==> config.mk <==
export PLATFORM = sky130hd
export DESIGN_NAME = led_pattern_engine
export DESIGN_NICKNAME = d
export VERILOG_FILES = /design/src/rtl/led_pattern_engine.sv
export SDC_FILE = /design/constraint.sdc
export NUM_CORES = 1
export LEC_CHECK = 0
export BUFFER_PORTS_ARGS = -buffer_cell sky130_fd_sc_hd__buf_2
export CAP_MARGIN = 40
export CORE_UTILIZATION = 50
export DETAILED_ROUTE_END_ITERATION = 6
export PLACE_DENSITY = 0.79
export RECOVER_POWER = 50
export SETUP_SLACK_MARGIN = 0.15
export SKIP_CTS_REPAIR_TIMING = 1
export SLEW_MARGIN = 20
export SYNTH_ARGS = -nofsm -noshare
export SYNTH_HDL_FRONTEND = slang
export SYNTH_SLANG_ARGS = --single-unit
==> constraint.sdc <==
create_clock -name clock -period 2.1 [get_ports clock]
set_input_delay 0 -clock clock [delete_from_list [all_inputs] [get_ports clock]]
set_output_delay 0 -clock clock [all_outputs]
set_load 0.01 [all_outputs]
==> src/rtl/led_pattern_engine.sv <==
// LED pattern engine: shift / ping-pong / flash modes, programmable-rate prescaler,
// edge-detected mode and colour buttons, RGB-gated banks. Optional build macro: BTN_DEBOUNCE_EN.
module led_pattern_engine #(
  parameter int unsigned NB_LEDS     = 4,
  parameter int unsigned NB_COUNTER  = 14,
  parameter int unsigned NB_SW       = 4,
  parameter int unsigned NB_DEBOUNCE = 4
) (
  input  logic               clock,
  input  logic               i_reset,
  input  logic [NB_SW-1:0]   i_sw,
  input  logic [NB_SW-1:0]   i_btn,
  output logic [NB_LEDS-1:0] o_led,
  output logic [NB_LEDS-1:0] o_led_r,
  output logic [NB_LEDS-1:0] o_led_g,
  output logic [NB_LEDS-1:0] o_led_b
);

  localparam int unsigned           NB_BTN  = 4;
  localparam logic [NB_COUNTER-1:0] CNT_MAX = '1;

  typedef enum logic [1:0] {
    MODE_SHIFT    = 2'd0,
    MODE_PINGPONG = 2'd1,
    MODE_FLASH    = 2'd2
  } mode_e;

  typedef enum logic [2:0] {
    COL_R = 3'b100,
    COL_G = 3'b010,
    COL_B = 3'b001
  } colour_e;

  // ---------------------------------------------------------------------------
  // Button path: synchroniser, optional debounce, armed rising-edge detector
  // ---------------------------------------------------------------------------
  logic [NB_BTN-1:0] r_sync1;
  logic [NB_BTN-1:0] r_sync2;
  logic [NB_BTN-1:0] r_level_prev;
  logic [NB_BTN-1:0] r_armed;
  logic [NB_BTN-1:0] r_pulse;
  logic [1:0]        r_valid;
  logic [NB_BTN-1:0] w_level;

`ifdef BTN_DEBOUNCE_EN
  logic [NB_BTN-1:0]      r_dbnc_level;
  logic [NB_DEBOUNCE-1:0] r_dbnc_cnt [NB_BTN];

  // Level follows the synchronised input only after 2^NB_DEBOUNCE stable differing cycles.
  always_ff @(posedge clock) begin
    if (i_reset) begin
      r_dbnc_level <= '0;
      for (int b = 0; b < int'(NB_BTN); b++) begin
        r_dbnc_cnt[b] <= '0;
      end
    end else begin
      for (int b = 0; b < int'(NB_BTN); b++) begin
        if (r_sync2[b] == r_dbnc_level[b]) begin
          r_dbnc_cnt[b] <= '0;
        end else if (&r_dbnc_cnt[b]) begin
          r_dbnc_level[b] <= r_sync2[b];
          r_dbnc_cnt[b]   <= '0;
        end else begin
          r_dbnc_cnt[b] <= r_dbnc_cnt[b] + NB_DEBOUNCE'(1);
        end
      end
    end
  end

  assign w_level = r_dbnc_level;
`else
  logic [NB_DEBOUNCE-1:0] w_unused_dbnc;
  assign w_unused_dbnc = '0;
  assign w_level       = r_sync2;
`endif

  // A button only arms once its synchronised input has been seen low after reset,
  // so a button held through reset cannot fire until released and pressed again.
  always_ff @(posedge clock) begin
    if (i_reset) begin
      r_sync1      <= '0;
      r_sync2      <= '0;
      r_level_prev <= '0;
      r_armed      <= '0;
      r_pulse      <= '0;
      r_valid      <= '0;
    end else begin
      r_sync1      <= i_btn[NB_BTN-1:0];
      r_sync2      <= r_sync1;
      r_valid      <= {r_valid[0], 1'b1};
      r_level_prev <= w_level;
      r_armed      <= r_armed | (~r_sync2 & {NB_BTN{r_valid[1]}});
      r_pulse      <= w_level & ~r_level_prev & r_armed;
    end
  end

  if (NB_SW > NB_BTN) begin : g_unused_hi
    logic w_unused_hi;
    assign w_unused_hi = ^{i_sw[NB_SW-1:NB_BTN], i_btn[NB_SW-1:NB_BTN]};
  end

  // ---------------------------------------------------------------------------
  // Prescaler, mode FSM, pattern and colour
  // ---------------------------------------------------------------------------
  mode_e                  r_mode;
  mode_e                  w_mode_nxt;
  colour_e                r_colour;
  colour_e                w_colour_nxt;
  logic [NB_LEDS-1:0]     r_pattern;
  logic [NB_LEDS-1:0]     w_pattern_nxt;
  logic                   r_dir_up;
  logic                   w_dir_up_nxt;
  logic [NB_COUNTER-1:0]  r_cnt;
  logic [NB_COUNTER-1:0]  w_cnt_nxt;
  logic [NB_COUNTER-1:0]  w_limit;
  logic                   w_tick;
  logic [NB_LEDS-1:0]     r_led_r;
  logic [NB_LEDS-1:0]     r_led_g;
  logic [NB_LEDS-1:0]     r_led_b;

  assign w_limit = CNT_MAX >> i_sw[2:1];
  assign w_tick  = i_sw[0] && (r_cnt >= w_limit);

  // Next-state: a mode pulse wins over a coincident tick; colour is independent.
  always_comb begin
    w_mode_nxt    = r_mode;
    w_colour_nxt  = r_colour;
    w_pattern_nxt = r_pattern;
    w_dir_up_nxt  = r_dir_up;
    w_cnt_nxt     = r_cnt;

    if (i_sw[0]) begin
      w_cnt_nxt = w_tick ? '0 : r_cnt + NB_COUNTER'(1);
    end

    if (r_pulse[0]) begin
      w_cnt_nxt = '0;
      case (r_mode)
        MODE_SHIFT: begin
          w_mode_nxt    = MODE_PINGPONG;
          w_pattern_nxt = NB_LEDS'(1);
          w_dir_up_nxt  = 1'b1;
        end
        MODE_PINGPONG: begin
          w_mode_nxt    = MODE_FLASH;
          w_pattern_nxt = '0;
        end
        default: begin
          w_mode_nxt    = MODE_SHIFT;
          w_pattern_nxt = NB_LEDS'(1);
          w_dir_up_nxt  = 1'b1;
        end
      endcase
    end else if (w_tick) begin
      case (r_mode)
        MODE_SHIFT: begin
          if (i_sw[3]) begin
            w_pattern_nxt = {r_pattern[NB_LEDS-2:0], r_pattern[NB_LEDS-1]};
          end else begin
            w_pattern_nxt = {r_pattern[0], r_pattern[NB_LEDS-1:1]};
          end
        end
        MODE_PINGPONG: begin
          if (r_dir_up) begin
            if (r_pattern[NB_LEDS-1]) begin
              w_dir_up_nxt  = 1'b0;
              w_pattern_nxt = r_pattern >> 1;
            end else begin
              w_pattern_nxt = r_pattern << 1;
            end
          end else begin
            if (r_pattern[0]) begin
              w_dir_up_nxt  = 1'b1;
              w_pattern_nxt = r_pattern << 1;
            end else begin
              w_pattern_nxt = r_pattern >> 1;
            end
          end
        end
        default: begin
          w_pattern_nxt = ~r_pattern;
        end
      endcase
    end

    if (r_pulse[1]) begin
      w_colour_nxt = COL_R;
    end else if (r_pulse[2]) begin
      w_colour_nxt = COL_G;
    end else if (r_pulse[3]) begin
      w_colour_nxt = COL_B;
    end
  end

  // State register; colour banks are registered from next-state so they track o_led.
  always_ff @(posedge clock) begin
    if (i_reset) begin
      r_mode    <= MODE_SHIFT;
      r_colour  <= COL_R;
      r_pattern <= NB_LEDS'(1);
      r_dir_up  <= 1'b1;
      r_cnt     <= '0;
      r_led_r   <= NB_LEDS'(1);
      r_led_g   <= '0;
      r_led_b   <= '0;
    end else begin
      r_mode    <= w_mode_nxt;
      r_colour  <= w_colour_nxt;
      r_pattern <= w_pattern_nxt;
      r_dir_up  <= w_dir_up_nxt;
      r_cnt     <= w_cnt_nxt;
      r_led_r   <= w_pattern_nxt & {NB_LEDS{w_colour_nxt == COL_R}};
      r_led_g   <= w_pattern_nxt & {NB_LEDS{w_colour_nxt == COL_G}};
      r_led_b   <= w_pattern_nxt & {NB_LEDS{w_colour_nxt == COL_B}};
    end
  end

  assign o_led   = r_pattern;
  assign o_led_r = r_led_r;
  assign o_led_g = r_led_g;
  assign o_led_b = r_led_b;

endmodule
# Word-level counts from Yosys, hierarchy flattened
# Cells that the tools add are included.
[op_classes]
add_sub_neg = 1
n_lt_le_gt_ge = 1
n_eq_ne = 5
n_shift = 1
mux = 21
n_bitwise = 10
reduce_logical = 6
[ops]
columns = ["cell", "n"]
rows = [
  ["4-bit AND", 6],
  ["4-bit two-way mux", 6],
  ["14-bit by 1-bit adder with 14-bit output, second input constant", 1],
  ["14-bit greater-or-equal comparator", 1],
  ["14-bit two-way mux", 1],
  ["14-bit by 2-bit >> shifter with 14-bit output, first input constant", 1],
  ["4-bit inverter", 3],
  ["1-bit two-way mux", 9],
  ["3-bit two-way mux", 3],
  ["4-bit case mux with 2 select lines", 1],
  ["4-bit OR", 1],
  ["2-bit case mux with 2 select lines", 1],
  ["2-bit nonzero test", 2],
  ["3-bit by 1-bit equality test with 1-bit output, second input constant", 1],
  ["3-bit by 2-bit equality test with 1-bit output, second input constant", 1],
  ["3-bit equality test, second input constant", 1],
  ["3-bit AND reduction", 1],
  ["2-bit by 1-bit equality test with 1-bit output, second input constant", 1],
  ["2-bit zero test", 1],
  ["2-bit != test, second input constant", 1],
  ["2-bit OR reduction", 1],
  ["1-bit logical AND", 1],
]
[totals]
regBits = 58
output_inout_bits = 16

# Logic depth before layout (Yosys ltp)
[depth]
word_depth = 6
depth_mapped = 8
mapped_depth_nobuf = 6

# Worst setup path before layout
# Ideal clock, no wire load.
[synth_path]
path_kind = "flip-flop to flip-flop"
start = "register r_cnt[0]"
end = "register r_pattern[0], in the netlist o_led[0]"
setup_ns = 0.136
arrival_time_ns = 1.728
required_time_ns = 1.964
path_slack_ns = 0.236
stages_incl_launch_ff = 7
path_buffers = 1
path_cell_list = "dfxtp_1 -> ha_1 -> nand4_4 -> or4_1 -> buf_2 -> a211oi_2 -> o221ai_1"
[synth_via]
elab_chain_len = 4
[synth_rtl]
columns = ["item", "line", "source"]
rows = [
  ["start, declared", "113", "logic [NB_COUNTER-1:0] r_cnt;"],
  ["start signal, assigned", "211", "r_cnt <= w_cnt_nxt;"],
  ["14-bit greater-or-equal comparator", "122", "assign w_tick = i_sw[0] && (r_cnt >= w_limit);"],
  ["1-bit logical AND", "122", ""],
  ["4-bit two-way mux", "154", "end else if (w_tick) begin"],
  ["4-bit two-way mux", "136", "if (r_pulse[0]) begin"],
  ["end signal, assigned", "209", "r_pattern <= w_pattern_nxt;"],
  ["end, declared", "109", "logic [NB_LEDS-1:0] r_pattern;"],
]
# Every way passes these cells.
# A chain may end at the register's enable or synchronous reset.

# Worst setup path after layout
[layout_path]
start = "register r_cnt[13]"
end = "register r_pattern[0], in the netlist o_led[0]"
# Same word-level chain as after synthesis.

==> metrics.txt <==
Hold Startpoint=i_sw[0]; post-synthesis cell count=250; syn nets=264; register clock-pin slew on the reported worst setup and hold paths=60 ps; final non-filler cell area=~2800 um^2; Max stage delay on crit path=490 ps; IO buf count=25; Total Power=2.133 mW; initial antenna violation count=0; Period minus WS final=1866 ps; Seq/Total Area, Yosys=0.4910; DIE HEIGHT=between 70 and 80 um; number of synthesized flops with an enable pin=0; area occupied by multi-input gates=around 1100 um^2; reg2reg start=r_cnt[13]; crit-path max FO=6; vias in the first global route=1729; global-route wire length before repair=7638 um; number of CTS-inserted buffers=9; RSZ-0062 raised after global routing=true; maximum vdd ir drop=0.4598 mV; Fillers=386; Hold Path Class=in2reg; Ports=26; nets@finish=299; Hold Vio Cnt, Final=0; max_cap viols=0; critical-path cell list=ha_1 > nand4_1 > or4_4 > a211oi_2 > o221ai_1; Std-Cell Rows=24; CP Launch Point=r_cnt[13]; total track usage=0.1955; Buffers & Inverters on Critical Path=0; delay-heaviest family, CP=simple AND/OR/NAND/NOR gates; Die X=approximately 70 um; layout cells sized above 1=0.1483; setup_tns=0 ps; TritonCTS clock tree=done; P_leak=around 1.1 nW; Worst Tran Pin Value=1169 ps; clock tree root driver cell=clkbuf_8; DR iter-0 viols=213; Final WS setup=234.2 ps; largest net degree at the start of global routing=31; Critical Path End Type=flop; Initial Util=0.5321; failing checks=design-rule violations; synthesized area per cell=9.459 um^2; Peak Freq=536.0 MHz; vias per cell=5.749; Die Area=5008 um^2; reg2reg setup slack=230 ps; H-tree levels=3; Post-synth ARST share=0; Worst Path Required=2290 ps; Final Core Density=0.6219; Post-route DRC=10; final worst path period share=0.8885; mapped cell area=2365 um^2; CP startpoint kind=flop; count of different cell masters after synthesis=51; Routability Congestion=0.9206; placed standard-cell area=2550 um^2; Vias=1966; Area Growth Syn to Fin=16.88%; # setup viols final=0; WL final=4733 um; WL/cell=13.84 um; Antenna Cells=0; Hold Worst Slack=49.92 ps; critical path arrival=2060 ps; grt ovf=0; pwr/cell area=771.7 nW/um^2; drt pass-1 iters=7; clock sinks=58; most frequent cells in the layout=dfxtp_1, nor2_1, a21oi_1; Slew Limit Headroom=0.2209; hpwl dp=~3200 um; synthesized flop and latch total=58; most common cell after layout, fill and taps aside=dfxtp_1; max-slew violations=0; post-route ant nets=0; non-filler cells, final=342; Worst path slowest cell=or4_4; clock skew=6.485 ps; Placed Cells incl. Taps=roughly 320; Synth Flop Type=dfxtp_1; DP Worst Slack=72.64 ps; yosys warns=0; clk_lat worst skew=roughly 320 ps; Core Area=4444 um^2; Max Root-Sink Buffers=2; critical path class=reg2reg; outcome=complete, but fails checks; Reg area=between 1000 and 1500 um^2
layout make-up:
type                       instances  share of cell area
clock buffer                      14             0.06247
clock inverter                     2            0.003622
inverter                          11             0.01494
multi-input combinational        170              0.4047
sequential                        58              0.4206
tap                               52             0.02354
timing repair buffer              35             0.07017
flip-flops by register name, indices dropped and copies added (netlist names), 4 cells and up:
name	count
o_led	4
o_led_b	4
o_led_g	4
o_led_r	4
r_armed	4
r_cnt	14
r_level_prev	4
r_pulse	4
r_sync1	4
r_sync2	4
worst min-delay path, cell delays in order:
cell and delay [ps]:
buf_2 160, nand4_1 90, a21oi_1 60
worst paths after layout:
| path | end | depth (start not counted) |
|---|---|---|
| worst max-delay path | o_led[0] | 5 |
| worst min-delay path | r_cnt[1] | 3 |
| worst max register to register | o_led[0] | 5 |
| worst min register to register | r_pulse[3] | 1 |
cells in the mapped netlist, types with 6 or more instances:
library cell	instances	area (um^2)
xor2_1	6	52.55
nor3_1	7	35.03
inv_1	11	41.29
dfxtp_1	58	1161
nand2_1	14	52.55
clkbuf_1	7	26.28
nor2b_1	11	68.82
nor2_1	22	82.58
a21oi_1	21	105.1
a211oi_1	6	45.04
where the power goes:
part	switching [mW]	total (mW)	internal (mW)
sequential	0.0119	1.14	1.12
clock	0.391	0.912	0.521
combinational	0.0459	0.0850	0.0392
total	0.449	2.13	1.68
metal layers:
layer	vias up	global-route usage	wire, um
met2	72	0.3269	2231
met1	899	0.2340	2133
li1	979	-	-
met4	0	0.1044	107
met3	16	0.04558	260
met5	-	0	0
cell families after synthesis:
logic type,count (synthesis),synth area share
multiplexers,6,0.02593
flip-flops,58,0.4910
AND/OR/NAND/NOR,95,0.2296
adder cells (fa/ha/maj),4,0.02116
XOR/XNOR,9,0.03334
AO/OA/AOI/OAI,56,0.1603
buffers and inverters,22,0.03862
Power figures use the tool's default switching activity.
